File: src/rtl/guess_solver_pkg.sv
// Shared types, default sizes and the midpoint helper for the guess solver.
package guess_solver_pkg;

    localparam int unsigned DEF_WIDTH    = 8;
    localparam int unsigned DEF_RESP_LAT = 3;
    localparam int unsigned DEF_ATT_W    = 4;
    localparam int unsigned MID_W        = 32;

    typedef enum logic [2:0] {
        S_IDLE,
        S_DRIVE,
        S_PRESS,
        S_WAIT,
        S_EVAL,
        S_DONE,
        S_ERROR
    } state_t;

    // Midpoint lo + ((hi-lo)>>1); operands are zero-extended WIDTH-bit
    // values, so the 32-bit arithmetic never wraps.
    function automatic logic [MID_W-1:0] mid(input logic [MID_W-1:0] lo,
                                             input logic [MID_W-1:0] hi);
        logic [MID_W-1:0] diff;
        diff = hi - lo;
        return lo + (diff >> 1);
    endfunction

endpackage

File: src/rtl/guess_solver_if.sv
// Signals between the solver and the game it plays (and the start control).
interface guess_solver_if
    import guess_solver_pkg::*;
#(
    parameter int unsigned WIDTH = DEF_WIDTH,
    parameter int unsigned ATT_W = DEF_ATT_W
);
    logic             i_start;
    logic             i_over;
    logic             i_under;
    logic             i_equal;
    logic [WIDTH-1:0] o_guess;
    logic             o_enter;
    logic             o_busy;
    logic             o_done;
    logic             o_error;
    logic [ATT_W-1:0] o_attempts;

    // Solver side
    modport master (
        input  i_start, i_over, i_under, i_equal,
        output o_guess, o_enter, o_busy, o_done, o_error, o_attempts
    );

    // Game / controller side
    modport slave (
        output i_start, i_over, i_under, i_equal,
        input  o_guess, o_enter, o_busy, o_done, o_error, o_attempts
    );
endinterface

File: src/rtl/guess_solver_search_bounds.sv
// Binary-search window: holds lo/hi, produces the midpoint and flags
// an over/under answer that would leave the window empty.
module search_bounds
    import guess_solver_pkg::*;
#(
    parameter int unsigned WIDTH = DEF_WIDTH
) (
    input  logic             clk,
    input  logic             reset,
    input  logic             init,
    input  logic             upd_over,
    input  logic             upd_under,
    input  logic [WIDTH-1:0] guess,
    output logic [WIDTH-1:0] midpoint,
    output logic             bad
);
    localparam logic [WIDTH-1:0] MAX = '1;

    logic [WIDTH-1:0] lo;
    logic [WIDTH-1:0] hi;
    logic [WIDTH-1:0] new_lo;
    logic [WIDTH-1:0] new_hi;

    assign midpoint = WIDTH'(mid(MID_W'(lo), MID_W'(hi)));

    // Candidate window after the answer, and whether it is inconsistent
    always_comb begin
        new_lo = lo;
        new_hi = hi;
        bad    = 1'b0;
        if (upd_over) begin
            if (guess == '0) begin
                bad = 1'b1;
            end else begin
                new_hi = guess - WIDTH'(1);
                bad    = (lo > new_hi);
            end
        end else if (upd_under) begin
            if (guess == MAX) begin
                bad = 1'b1;
            end else begin
                new_lo = guess + WIDTH'(1);
                bad    = (new_lo > hi);
            end
        end
    end

    // Window register: full range on reset/start, narrowed on valid answers
    always_ff @(posedge clk or posedge reset) begin
        if (reset) begin
            lo <= '0;
            hi <= MAX;
        end else if (init) begin
            lo <= '0;
            hi <= MAX;
        end else if (!bad) begin
            lo <= new_lo;
            hi <= new_hi;
        end
    end
endmodule

File: src/rtl/guess_solver.sv
// Automatic binary-search player for the number-guessing game.
module guess_solver
    import guess_solver_pkg::*;
#(
    parameter int unsigned WIDTH    = DEF_WIDTH,
    parameter int unsigned RESP_LAT = DEF_RESP_LAT,
    parameter int unsigned ATT_W    = DEF_ATT_W
) (
    input  logic          clk,
    input  logic          reset,
    guess_solver_if.master bus
);
    localparam int unsigned LAT_W = (RESP_LAT > 1) ? $clog2(RESP_LAT) : 1;

    state_t           state;
    logic [WIDTH-1:0] guess;
    logic             enter;
    logic             busy;
    logic             done;
    logic             error;
    logic [ATT_W-1:0] attempts;
    logic [LAT_W-1:0] lat;

    logic [2:0]       flags;
    logic             start_ok;
    logic             upd_over;
    logic             upd_under;
    logic [WIDTH-1:0] midpoint;
    logic             bad;

    assign flags     = {bus.i_over, bus.i_under, bus.i_equal};
    assign start_ok  = bus.i_start &&
                       (state == S_IDLE || state == S_DONE || state == S_ERROR);
    assign upd_over  = (state == S_EVAL) && (flags == 3'b100);
    assign upd_under = (state == S_EVAL) && (flags == 3'b010);

    search_bounds #(.WIDTH(WIDTH)) u_bounds (
        .clk      (clk),
        .reset    (reset),
        .init     (start_ok),
        .upd_over (upd_over),
        .upd_under(upd_under),
        .guess    (guess),
        .midpoint (midpoint),
        .bad      (bad)
    );

    assign bus.o_guess    = guess;
    assign bus.o_enter    = enter;
    assign bus.o_busy     = busy;
    assign bus.o_done     = done;
    assign bus.o_error    = error;
    assign bus.o_attempts = attempts;

    // Search sequencer with registered outputs; enter is set on the way into
    // S_PRESS so it is high for exactly the S_PRESS cycle
    always_ff @(posedge clk or posedge reset) begin
        if (reset) begin
            state    <= S_IDLE;
            guess    <= '0;
            enter    <= 1'b0;
            busy     <= 1'b0;
            done     <= 1'b0;
            error    <= 1'b0;
            attempts <= '0;
            lat      <= '0;
        end else begin
            case (state)
                S_IDLE, S_DONE, S_ERROR: begin
                    if (bus.i_start) begin
                        state    <= S_DRIVE;
                        busy     <= 1'b1;
                        done     <= 1'b0;
                        error    <= 1'b0;
                        attempts <= '0;
                    end
                end
                S_DRIVE: begin
                    guess <= midpoint;
                    enter <= 1'b1;
                    state <= S_PRESS;
                end
                S_PRESS: begin
                    enter <= 1'b0;
                    lat   <= '0;
                    if (attempts != '1) begin
                        attempts <= attempts + ATT_W'(1);
                    end
                    state <= S_WAIT;
                end
                S_WAIT: begin
                    if (lat == LAT_W'(RESP_LAT - 1)) begin
                        state <= S_EVAL;
                    end else begin
                        lat <= lat + LAT_W'(1);
                    end
                end
                S_EVAL: begin
                    if (flags == 3'b001) begin
                        state <= S_DONE;
                        done  <= 1'b1;
                        busy  <= 1'b0;
                    end else if ((upd_over || upd_under) && !bad) begin
                        state <= S_DRIVE;
                    end else begin
                        state <= S_ERROR;
                        error <= 1'b1;
                        busy  <= 1'b0;
                    end
                end
                default: begin
                    state <= S_IDLE;
                    enter <= 1'b0;
                    busy  <= 1'b0;
                end
            endcase
        end
    end
endmodule

File: src/flat_wrapper.sv
// flat-port wrapper written by rule: the top's interface ports become plain ports
module guess_solver_flat import guess_solver_pkg::*;
#(
    parameter int unsigned WIDTH    = DEF_WIDTH,
    parameter int unsigned RESP_LAT = DEF_RESP_LAT,
    parameter int unsigned ATT_W    = DEF_ATT_W
)
  (clk, reset, bus_i_start, bus_i_over, bus_i_under, bus_i_equal, bus_o_guess, bus_o_enter, bus_o_busy, bus_o_done, bus_o_error, bus_o_attempts);
  guess_solver_if #(.WIDTH(WIDTH), .ATT_W(ATT_W)) bus_i ();
  input  logic clk;
  input  logic reset;
  input wire logic [$bits(bus_i.i_start)-1:0] bus_i_start;
  input wire logic [$bits(bus_i.i_over)-1:0] bus_i_over;
  input wire logic [$bits(bus_i.i_under)-1:0] bus_i_under;
  input wire logic [$bits(bus_i.i_equal)-1:0] bus_i_equal;
  output wire logic [$bits(bus_i.o_guess)-1:0] bus_o_guess;
  output wire logic [$bits(bus_i.o_enter)-1:0] bus_o_enter;
  output wire logic [$bits(bus_i.o_busy)-1:0] bus_o_busy;
  output wire logic [$bits(bus_i.o_done)-1:0] bus_o_done;
  output wire logic [$bits(bus_i.o_error)-1:0] bus_o_error;
  output wire logic [$bits(bus_i.o_attempts)-1:0] bus_o_attempts;
  assign bus_i.i_start = bus_i_start;
  assign bus_i.i_over = bus_i_over;
  assign bus_i.i_under = bus_i_under;
  assign bus_i.i_equal = bus_i_equal;
  assign bus_o_guess = bus_i.o_guess;
  assign bus_o_enter = bus_i.o_enter;
  assign bus_o_busy = bus_i.o_busy;
  assign bus_o_done = bus_i.o_done;
  assign bus_o_error = bus_i.o_error;
  assign bus_o_attempts = bus_i.o_attempts;
  guess_solver #(.WIDTH(WIDTH), .RESP_LAT(RESP_LAT), .ATT_W(ATT_W)) u_core (.clk(clk), .reset(reset), .bus(bus_i));
endmodule
File: config.mk
export PLATFORM = sky130hd
export DESIGN_NAME = guess_solver_flat
export DESIGN_NICKNAME = d
export VERILOG_FILES = /design/src/rtl/guess_solver_pkg.sv /design/src/rtl/guess_solver_if.sv /design/src/rtl/guess_solver_search_bounds.sv /design/src/rtl/guess_solver.sv /design/src/flat_wrapper.sv
export SDC_FILE = /design/constraint.sdc
export NUM_CORES = 1
export LEC_CHECK = 0
export CAP_MARGIN = 20
export CORE_MARGIN = 10
export CORE_UTILIZATION = 64
export CTS_CLUSTER_SIZE = 40
export DETAILED_ROUTE_END_ITERATION = 8
export PLACE_DENSITY = 0.86
export SYNTH_ARGS = -nofsm -noshare
export SYNTH_HDL_FRONTEND = slang
export SYNTH_SLANG_ARGS = --single-unit
File: constraint.sdc
create_clock -name clk -period 7.7 [get_ports clk]
set_input_delay 1.155 -clock clk [delete_from_list [all_inputs] [get_ports clk]]
set_output_delay 1.155 -clock clk [all_outputs]
set_load 0.005 [all_outputs]
; ---- Word level (Yosys, flattened, before mapping)
; Index checks and enable logic that the tools add are counted.
[totals]
reg_bits = 37
output_inout_bits = 16
word_cells = 103
[op_classes]
addsub = 6
n_lt_le_gt_ge = 2
eq_ne = 24
muxes = 34
n_bitwise = 1
n_reduce_logical = 26
[op_table]
columns = op, n
row1 = 8-bit 2-to-1 mux, 9
row2 = 8-bit greater-than comparator, 2
row3 = 3-bit case mux with 5 select lines, 1
row4 = "3-bit == test, second input constant", 4
row5 = 3-bit 2-to-1 mux, 4
row6 = "2-bit by 1-bit inequality test with 1-bit output, second input constant", 6
row7 = 3-bit AND reduction, 4
row8 = 1-bit 2-to-1 mux, 11
row9 = "2-bit inequality test, second input constant", 5
row10 = 2-bit nonzero test, 5
row11 = "3-bit by 2-bit == test with 1-bit output, second input constant", 3
row12 = 8-bit by 8-bit subtractor with 9-bit output, 1
row13 = "8-bit by 1-bit adder with 8-bit output, second input constant", 1
row14 = 8-bit adder, 1
row15 = "8-bit == test, second input constant", 1
row16 = 8-bit zero test, 1
row17 = 4-bit 2-to-1 mux, 2
row18 = 4-bit case mux with 2 select lines, 1
row19 = 4-bit AND reduction, 2
row20 = "8-bit by 1-bit subtractor with 8-bit output, second input constant", 1
row21 = "3-bit by 1-bit == test with 1-bit output, second input constant", 2
row22 = 1-bit case mux with 2 select lines, 3
row23 = 3-bit OR reduction, 2
row24 = 5-bit OR reduction, 1
row25 = 14 further kinds, 20

; ---- Longest topological paths before layout
[logic_depth]
ltp_word = 10
ltp_mapped = 13
ltp_nobuf = 13

; ---- Modules after synthesis
; From an unflattened synthesis, not the netlist that was laid out.
[hier_totals]
hier_cells = 329
hier_area_um2 = 3110.5
[by_module_without_submodules]
columns = module, instances, cells_per_inst, area_each_um2
row1 = search_bounds, 1, 213, 1900.6
row2 = guess_solver, 1, 116, 1209.9

; ---- Worst setup path before layout
; No wires, ideal clock.
[synth_path]
kind = flip-flop to flip-flop
from = register u_core.u_bounds.lo[1]
to = register u_core.guess[7], in the netlist u_core.bus.o_guess[7]
setup_ps = 125
arrival_ps = 2498
required_time_ps = 7575
slack_ps = 5077
path_stages_with_launch = 14
path_buffers = 0
period_less_slack_ps = 2623
cell_sequence = dfrtp_1 -> inv_1 -> ha_1 -> a21o_1 -> a21oi_1 -> o21bai_1 -> a21oi_1 -> xnor2_1 -> ha_1 -> nand4_1 -> nand3_1 -> o41ai_1 -> xnor2_1 -> o21ai_1
[synth_between]
elab_chain_cells = 2
[synth_lines]
columns = element, line_no
row1 = start: declaration, guess_solver_search_bounds.sv:19  ; logic [WIDTH-1:0] lo;
row2 = start signal: assignment, guess_solver_search_bounds.sv:57  ; lo <= new_lo;
row3 = 8-bit by 8-bit subtractor with 9-bit output, guess_solver_pkg.sv:24  ; diff = hi - lo;
row4 = 8-bit adder *, guess_solver_pkg.sv:25  ; return lo + (diff >> 1);
row5 = end signal: assignment, guess_solver.sv:79  ; guess <= midpoint;
row6 = end: declaration, guess_solver.sv:16  ; logic [WIDTH-1:0] guess;
; Mark *: on every way between the ends. The rest lies on a longest branch, timed or not.
; A chain may end at the register's enable or synchronous reset.

; ---- Worst setup path after layout
[layout_path]
from = register u_core.guess[2], in the netlist u_core.bus.o_guess[2]
to = register u_core.state[2]
[layout_between]
elab_chain_cells = 10
[layout_lines]
columns = element, line_no
row1 = 8-bit by 1-bit adder with 8-bit output, guess_solver_search_bounds.sv:42  ; new_lo = guess + WIDTH'(1);
row2 = 8-bit greater-than comparator, guess_solver_search_bounds.sv:43  ; bad = (new_lo > hi);
row3 = 1-bit 2-to-1 mux, guess_solver_search_bounds.sv:39  ; if (guess == MAX) begin
row4 = 1-bit 2-to-1 mux, guess_solver_search_bounds.sv:38  ; end else if (upd_under) begin
row5 = 1-bit 2-to-1 mux *, guess_solver_search_bounds.sv:31  ; if (upd_over) begin
row6 = 1-bit zero test *, guess_solver.sv:103  ; end else if ((upd_over || upd_under) && !bad) begin
row7 = 1-bit logical AND *, guess_solver.sv:103
row8 = 3-bit 2-to-1 mux *, guess_solver.sv:103
row9 = 3-bit 2-to-1 mux *, guess_solver.sv:99  ; if (flags == 3'b001) begin
row10 = 3-bit case mux with 5 select lines *, guess_solver.sv:68  ; case (state)
row11 = end signal: assignment, guess_solver.sv:71  ; state <= S_DRIVE;
row12 = end signal: assignment, guess_solver.sv:100  ; state <= S_DONE;
row13 = end signal: assignment, guess_solver.sv:104  ; state <= S_DRIVE;
row14 = end: declaration, guess_solver.sv:15  ; state_t state;
; Marks and branches as above.

==> run_results.csv <==
group,metric,value,unit
synthesis,synthCells,331,
worst_setup_path,critical_path_cell_count,10,
clocking,numCtsBuffers,5,
flow_run,cap_violations,0,
power_and_ir_drop,ir_worst_vdd,0.211,mV
sta,min_period,3.25,ns
worst_setup_path,start_kind,"flop",
clocking,clockBufferDepth,2,
synthesis,ys_types,54,
detailed_routing,post-route-drc-count,0,
grt,grt_pass1_vias,2614,
worst_setup_path,critPathMaxStageDelay,0.77,ns
clocking,clkSinkCount,37,
detailed_routing,vias,2548,
worst_setup_path,cp.arrival,3.43,ns
synthesis,synthArstFlopShare,1.00,
synthesis,ys_seq_area_frac,0.312,
worst_setup_path,crit_buf_inv,0,
clocking,cts_max_level,2,
placement,hpwlAfterDp,5340,µm
detailed_routing,initialDrtViolationCount,219,
sta,finalHoldViolations,0,
detailed_routing,viasPerCell,6.34,
placement,gp_congestion,0.910,
sta,clock.fmax,0.308,GHz
synthesis,synth_edf_count,0,
synthesis,synth_top_cell_by_area,"dfrtp_1",
synthesis,synthTopCellsByArea,"dfrtp_1, ha_1, dfstp_2",
floorplan,io_pins,22,
placement,port_buffers,21,
worst_setup_path,r2r_cells,10,
synthesis,synth_top_area_frac,0.242,
detailed_routing,drt_pass1_iterations,4,
grt,grt_first_pass_wirelength,12100,µm
worst_setup_path,required,7.88,ns
sta,setup-tns-final,0,ns
detailed_routing,wire_per_inst,17.5,µm
detailed_routing,wl_met3,447,µm
synthesis,synth_common_cells,"ha_1, dfrtp_1, nor2_1",
min_path,hold_depth,1,
synthesis,syn-num-nets,374,
detailed_routing,drtAntennaViolNets,0,
run_status,status,"complete, no violations",
power_and_ir_drop,p_leak,1.50,nW
floorplan,die_x,88.4,µm
layout,area_growth,11.3,%
layout,layout-drive-gt1-share,0.0971,
power_and_ir_drop,p_per_area,434,nW/µm²
synthesis,ys.flop_type,"dfrtp_1",
sta,maxSlewHeadroom,0.347,
synthesis,syn_area_per_cell,9.06,µm²
synthesis,syn-cell-area,3000,µm²
sta,tightestPinTransition,0.977,ns
sta,rsz0062_at_grt,"false",
sta,fin_crit_sh,0.422,
layout,n_antenna_cell,0,
min_path,hp-class,"reg -> reg",
power_and_ir_drop,fin_total_pwr,1.45,mW
detailed_routing,wl_met1,2910,µm
sta,setup_viol,0,
worst_setup_path,worstPathCellList,"nor4_4 > nand2_1 > xor2_1 > ha_1 > nand4_1 > nor2_2 > a211oi_1 > nor4_4 > nor2_2 > a32o_1",
worst_setup_path,cp-end-kind,"flop",
sta,drv_slew,0,
worst_setup_path,critPathMaxFanout,17,
grt,grtUsageTotal,0.195,
floorplan,dieArea,7820,µm²
clocking,cts.hold.buffers_added,0,
detailed_routing,wl_met2,3450,µm
layout,fillers,309,
floorplan,die_h,88.4,µm
sta,fin_skew,0.00539,ns
detailed_routing,top_layer_used,"met4",
clocking,cts_tree,"done",
clocking,cts_root_buffer,"clkbuf_8",
synthesis,ys_ff_latch,37,
detailed_routing,wl,7030,µm
worst_setup_path,cp_slowest_cell,"nor4_4",
clocking,cts_setup_buffers,0,
grt,grt_start_max_net_pins,38,
clocking,ctsResizeCount,0,
floorplan,fp-row-count,24,
grt,overflow,0,
clocking,clkLatencyLatePin,0.29,ns
worst_setup_path,crit_type,"reg -> reg",
floorplan,initial_core_util,0.675,
clocking,clk_pin_slew,0.08,ns
grt,antenna_found_initial,0,
layout,layout.nets,392,
worst_setup_path,cp_top_family,"simple AND/OR/NAND/NOR gates",
synthesis,ys_warn_count,0,
floorplan,coreArea,4440,µm²
synthesis,synth_most_common_cell,"ha_1",
-- state kept, by name, summed over array words and instances (netlist names) --
register / count
u_core.bus.o_guess: 8
u_core.u_bounds.hi: 8
u_core.u_bounds.lo: 8
u_core.bus.o_attempts: 4
u_core.state: 3
u_core.lat: 2
u_core.bus.o_busy: 1
u_core.bus.o_done: 1
u_core.bus.o_enter: 1
u_core.bus.o_error: 1
-- cells in the final DEF (no fill, tap or decap), drive strengths merged, types with 2 or more instances in the layout --
cell | Yosys | final
nor3 | 8 | 8
xor2 | 16 | 16
nand2 | 26 | 26
clkdlybuf4s50 | 0 | 21
nor4 | 3 | 3
or4 | 2 | 2
ha | 35 | 35
o211ai | 4 | 4
buf | 7 | 2
o31ai | 7 | 7
fa | 2 | 2
and2 | 7 | 7
nand4 | 8 | 8
inv | 26 | 26
a32o | 2 | 2
bufinv | 0 | 2
dfrtp | 29 | 29
nand2b | 4 | 4
nand3 | 15 | 15
nor3b | 3 | 3
a21oi | 18 | 18
xnor2 | 12 | 12
o21ai | 19 | 19
a21o | 6 | 6
dfstp | 8 | 8
o21bai | 4 | 4
clkbuf | 5 | 5
mux2 | 3 | 3
o21a | 2 | 2
nor2 | 32 | 32
mux2i | 3 | 3
nor2b | 2 | 2
-- per-stage QoR --
step / area [µm²] / std cells / util / setup slack (ns) / hold WS, ns
2_1_floorplan: 3000 / 331 / - / 5.08 / 0.441
3_3_place_gp: 3200 / 394 / 0.720 / 4.50 / 0.457
3_5_place_dp: 3200 / 394 / 0.720 / 4.43 / 0.469
4_1_cts: 3340 / 402 / 0.751 / 4.47 / 0.477
5_1_grt: 3340 / 402 / 0.751 / 4.19 / 0.514
6_report: 3340 / 402 / 0.751 / 4.45 / 0.480
-- kinds of logic after synthesis --
| family | after synthesis | share of synthesized area |
|---|---|---|
| flops | 37 | 0.312 |
| compound gates | 71 | 0.155 |
| fa+ha+maj | 38 | 0.163 |
| simple gates | 113 | 0.205 |
| xor+xnor | 28 | 0.0818 |
| buf+inv | 38 | 0.0613 |
| mux | 6 | 0.0213 |
-- cell type report --
cell class / count / area (µm²) / share of cell area
Clock buffer: 5 / 68.8 / 0.0206
Clock inverter: 3 / 65.1 / 0.0195
Inverter: 26 / 97.6 / 0.0293
Tap cell: 52 / 65.1 / 0.0195
Sequential cell: 37 / 936 / 0.281
Multi-Input combinational cell: 256 / 1880 / 0.563
Timing Repair Buffer: 23 / 225 / 0.0675
-- per-layer routing --
metal,track usage,vias up
li1,-,1200
met5,0,-
met2,0.332,90
met1,0.233,1236
met3,0.0368,22
met4,0.0866,0
-- report_power, final --
group	internal, mW	total, mW	switching (mW)
clock network	0.129	0.200	0.0717
registers	0.279	0.404	0.125
logic	0.393	0.842	0.449
total	0.801	1.45	0.646
-- final timing paths --
kind	from	to	slack, ns
min in group asynchronous	reset	u_core.bus.o_attempts[2]	1.28
max reg2reg	u_core.bus.o_guess[2]	u_core.state[2]	4.45
min	u_core.lat[0]	u_core.lat[0]	0.48
min reg2reg	u_core.lat[0]	u_core.lat[0]	0.48
max in group asynchronous	reset	u_core.u_bounds.hi[7]	6.06
max	u_core.bus.o_guess[2]	u_core.state[2]	4.45
(Power assumes the default switching activity.)
==> variant, RTL diff (same settings) <==
Make the reset (`reset`) synchronous in 2 clocked blocks.
--- a/src/rtl/guess_solver_search_bounds.sv
+++ b/src/rtl/guess_solver_search_bounds.sv
@@ -46,7 +46,7 @@
     end
 
     // Window register: full range on reset/start, narrowed on valid answers
-    always_ff @(posedge clk or posedge reset) begin
+    always_ff @(posedge clk) begin
         if (reset) begin
             lo <= '0;
             hi <= MAX;
--- a/src/rtl/guess_solver.sv
+++ b/src/rtl/guess_solver.sv
@@ -54,7 +54,7 @@
 
     // Search sequencer with registered outputs; enter is set on the way into
     // S_PRESS so it is high for exactly the S_PRESS cycle
-    always_ff @(posedge clk or posedge reset) begin
+    always_ff @(posedge clk) begin
         if (reset) begin
             state    <= S_IDLE;
             guess    <= '0;
Formal check against the unedited RTL: differs if reset is asserted again (counterexample within 4 cycles, from zero or initial values and one cycle with reset high); with reset held inactive, the same outputs for 10 cycles.
==> variant against the unedited design <==
Sequential cell count unchanged. Critical path depth increased by 2. Global-route usage decreased by 0.22 points. Hold slack got worse by 0.034 ns. Synthesized area decreased by 5.8%. Wire length increased by 0.81%. Design area decreased by 5.9%. Setup slack got worse by 0.33 ns. Non-clock buffer count unchanged. Highest routed layer unchanged.
Power is not compared: it rests on default switching activity, and its combinational part moved more than twofold at a synthesized area within 25%.
==> variant: results (changes against the unedited design) <==
hold endpoint=u_core.bus.o_error; r2r endpoint=u_core.u_bounds.lo[2]; DP Worst Slack=4.170 ns (-0.2588 ns); routed vias/inst=6.155 (-2.9%); vias in the first global route=2418 (-7.5%); family with the most delay on the worst path=compound AO/OA/AOI/OAI gates; largest net degree at the start of global routing=23 (-39%); fin nets=404 (+3.1%); Synth Area in XOR/XNOR=0.07750 (-0.004301); Min Hold Slack=0.4468 ns (-0.03361 ns); routability cong.=0.9426 (+3.6%); top post-synthesis cells by count=nor2_1 (40), dfxtp_1 (37), ha_1 (35); Syn Nets=386 (+3.2%); first-pass GRT wire length=11710 µm (-3.3%); slew of the pin with the lowest slew margin=0.8352 ns (-0.1414 ns); share of cells above drive strength 1=0.04420 (-0.05294); compound-gate portion of the synthesized area=0.1661 (+0.01082); Max FO, Critical Path=10 (-7); CP Data Arrival Time=3.76 ns (+0.33 ns); worst r2r src=u_core.bus.o_guess[0]; Synth cell types=55 (+1.9%); CP max-delay cell=a31oi_1; FF-to-FF setup slack=4.12 ns (-0.33 ns); Synth area leaders=dfxtp_1 (26%), ha_1 (16%), nor2_1 (5.3%), xnor2_1 (5.0%), a21oi_1 (3.9%); post-synthesis sequential area ratio=0.2622 (-0.05001); synthesized-area fraction occupied by adder cells=0.1692 (+0.006405); outcome=finished, final reports clean; Worst-Skew Late Latency=0.31 ns (+0.02 ns); hold wc startpoint=u_core.bus.o_error; Overall Global Routing Usage=0.1924 (-0.002178); top_reg_cell synth=dfxtp_1; wire length per cell=17.12 µm (-2.1%)
## variant: cell count changes after synthesis, moves of 7 or more
cell / unedited run / this run
dfstp_2: 8 / 0
nand2_1: 26 / 19
o31ai_1: 7 / 0
dfrtp_1: 29 / 0
xor2_1: 16 / 9
nor2_1: 29 / 40
dfxtp_1: 0 / 37
## variant: power groups by stage
stage / Sequential (mW) / Combinational (mW) / Clock, mW
2_1_floorplan: 0.212 / 0.0722 / 0
3_3_place_gp: 0.220 / 0.0945 / 0
3_5_place_dp: 0.221 / 0.0983 / 0
4_1_cts: 0.217 / 0.0993 / 0.140
5_1_grt: 0.218 / 0.112 / 0.148
6_report: 0.217 / 0.0998 / 0.139
## variant: kinds of logic after synthesis
family	count (synthesis)
AO/OA/AOI/OAI	74
AND/OR/NAND/NOR	122
adder cells (fa/ha/maj)	37
multiplexers	9
XOR/XNOR	25
flip-flops	37
buffers and inverters	39
## variant: metal layers
metal	vias to the layer above	part of all wire	track usage	routed length, µm
met4	0	0.022	0.06186	159
met3	16	0.062	0.03846	443
met2	80	0.47	0.3228	3360
met5	-	0	0	0
met1	1204	0.44	0.2398	3127
li1	1248	-	-	-
## variant: area by class of cell
| type | count | area [µm²] |
|---|---|---|
| Multi-Input combinational cell | 267 | 1921 |
| Timing Repair Buffer | 23 | 225.2 |
| Inverter | 27 | 101.3 |
| Fill cell | 345 | 1184 |
| Tap cell | 52 | 65.06 |
| Sequential cell | 37 | 740.7 |
| Clock buffer | 6 | 72.57 |
| Clock inverter | 2 | 15.01 |
## variant: how the worst max path moves through the flow
stage / depth (start not counted) / end / slack [ns] / startpoint
after floorplan: 12 / u_core.bus.o_guess[7] / 4.64 / u_core.u_bounds.lo[1]
after global placement: 12 / u_core.u_bounds.lo[2] / 4.30 / u_core.bus.o_guess[0]
after detailed placement: 12 / u_core.u_bounds.lo[1] / 4.17 / u_core.bus.o_guess[0]
after CTS: 12 / u_core.u_bounds.lo[2] / 4.14 / u_core.bus.o_guess[0]
after global routing: 12 / u_core.u_bounds.lo[1] / 3.83 / u_core.bus.o_guess[0]
final: 12 / u_core.u_bounds.lo[2] / 4.12 / u_core.bus.o_guess[0]
## variant: per-stage QoR
| stage | area, µm² | cells | util | total power, mW |
|---|---|---|---|---|
| 6_report | 3141 | 414 | 0.7263 | 0.4563 |
| 2_1_floorplan | 2825 | 343 | - | 0.2841 |
| 3_5_place_dp | 3053 | 406 | 0.7060 | 0.3195 |
| 5_1_grt | 3141 | 414 | 0.7263 | 0.4777 |
| 4_1_cts | 3141 | 414 | 0.7263 | 0.4563 |
| 3_3_place_gp | 3053 | 406 | 0.7060 | 0.3148 |
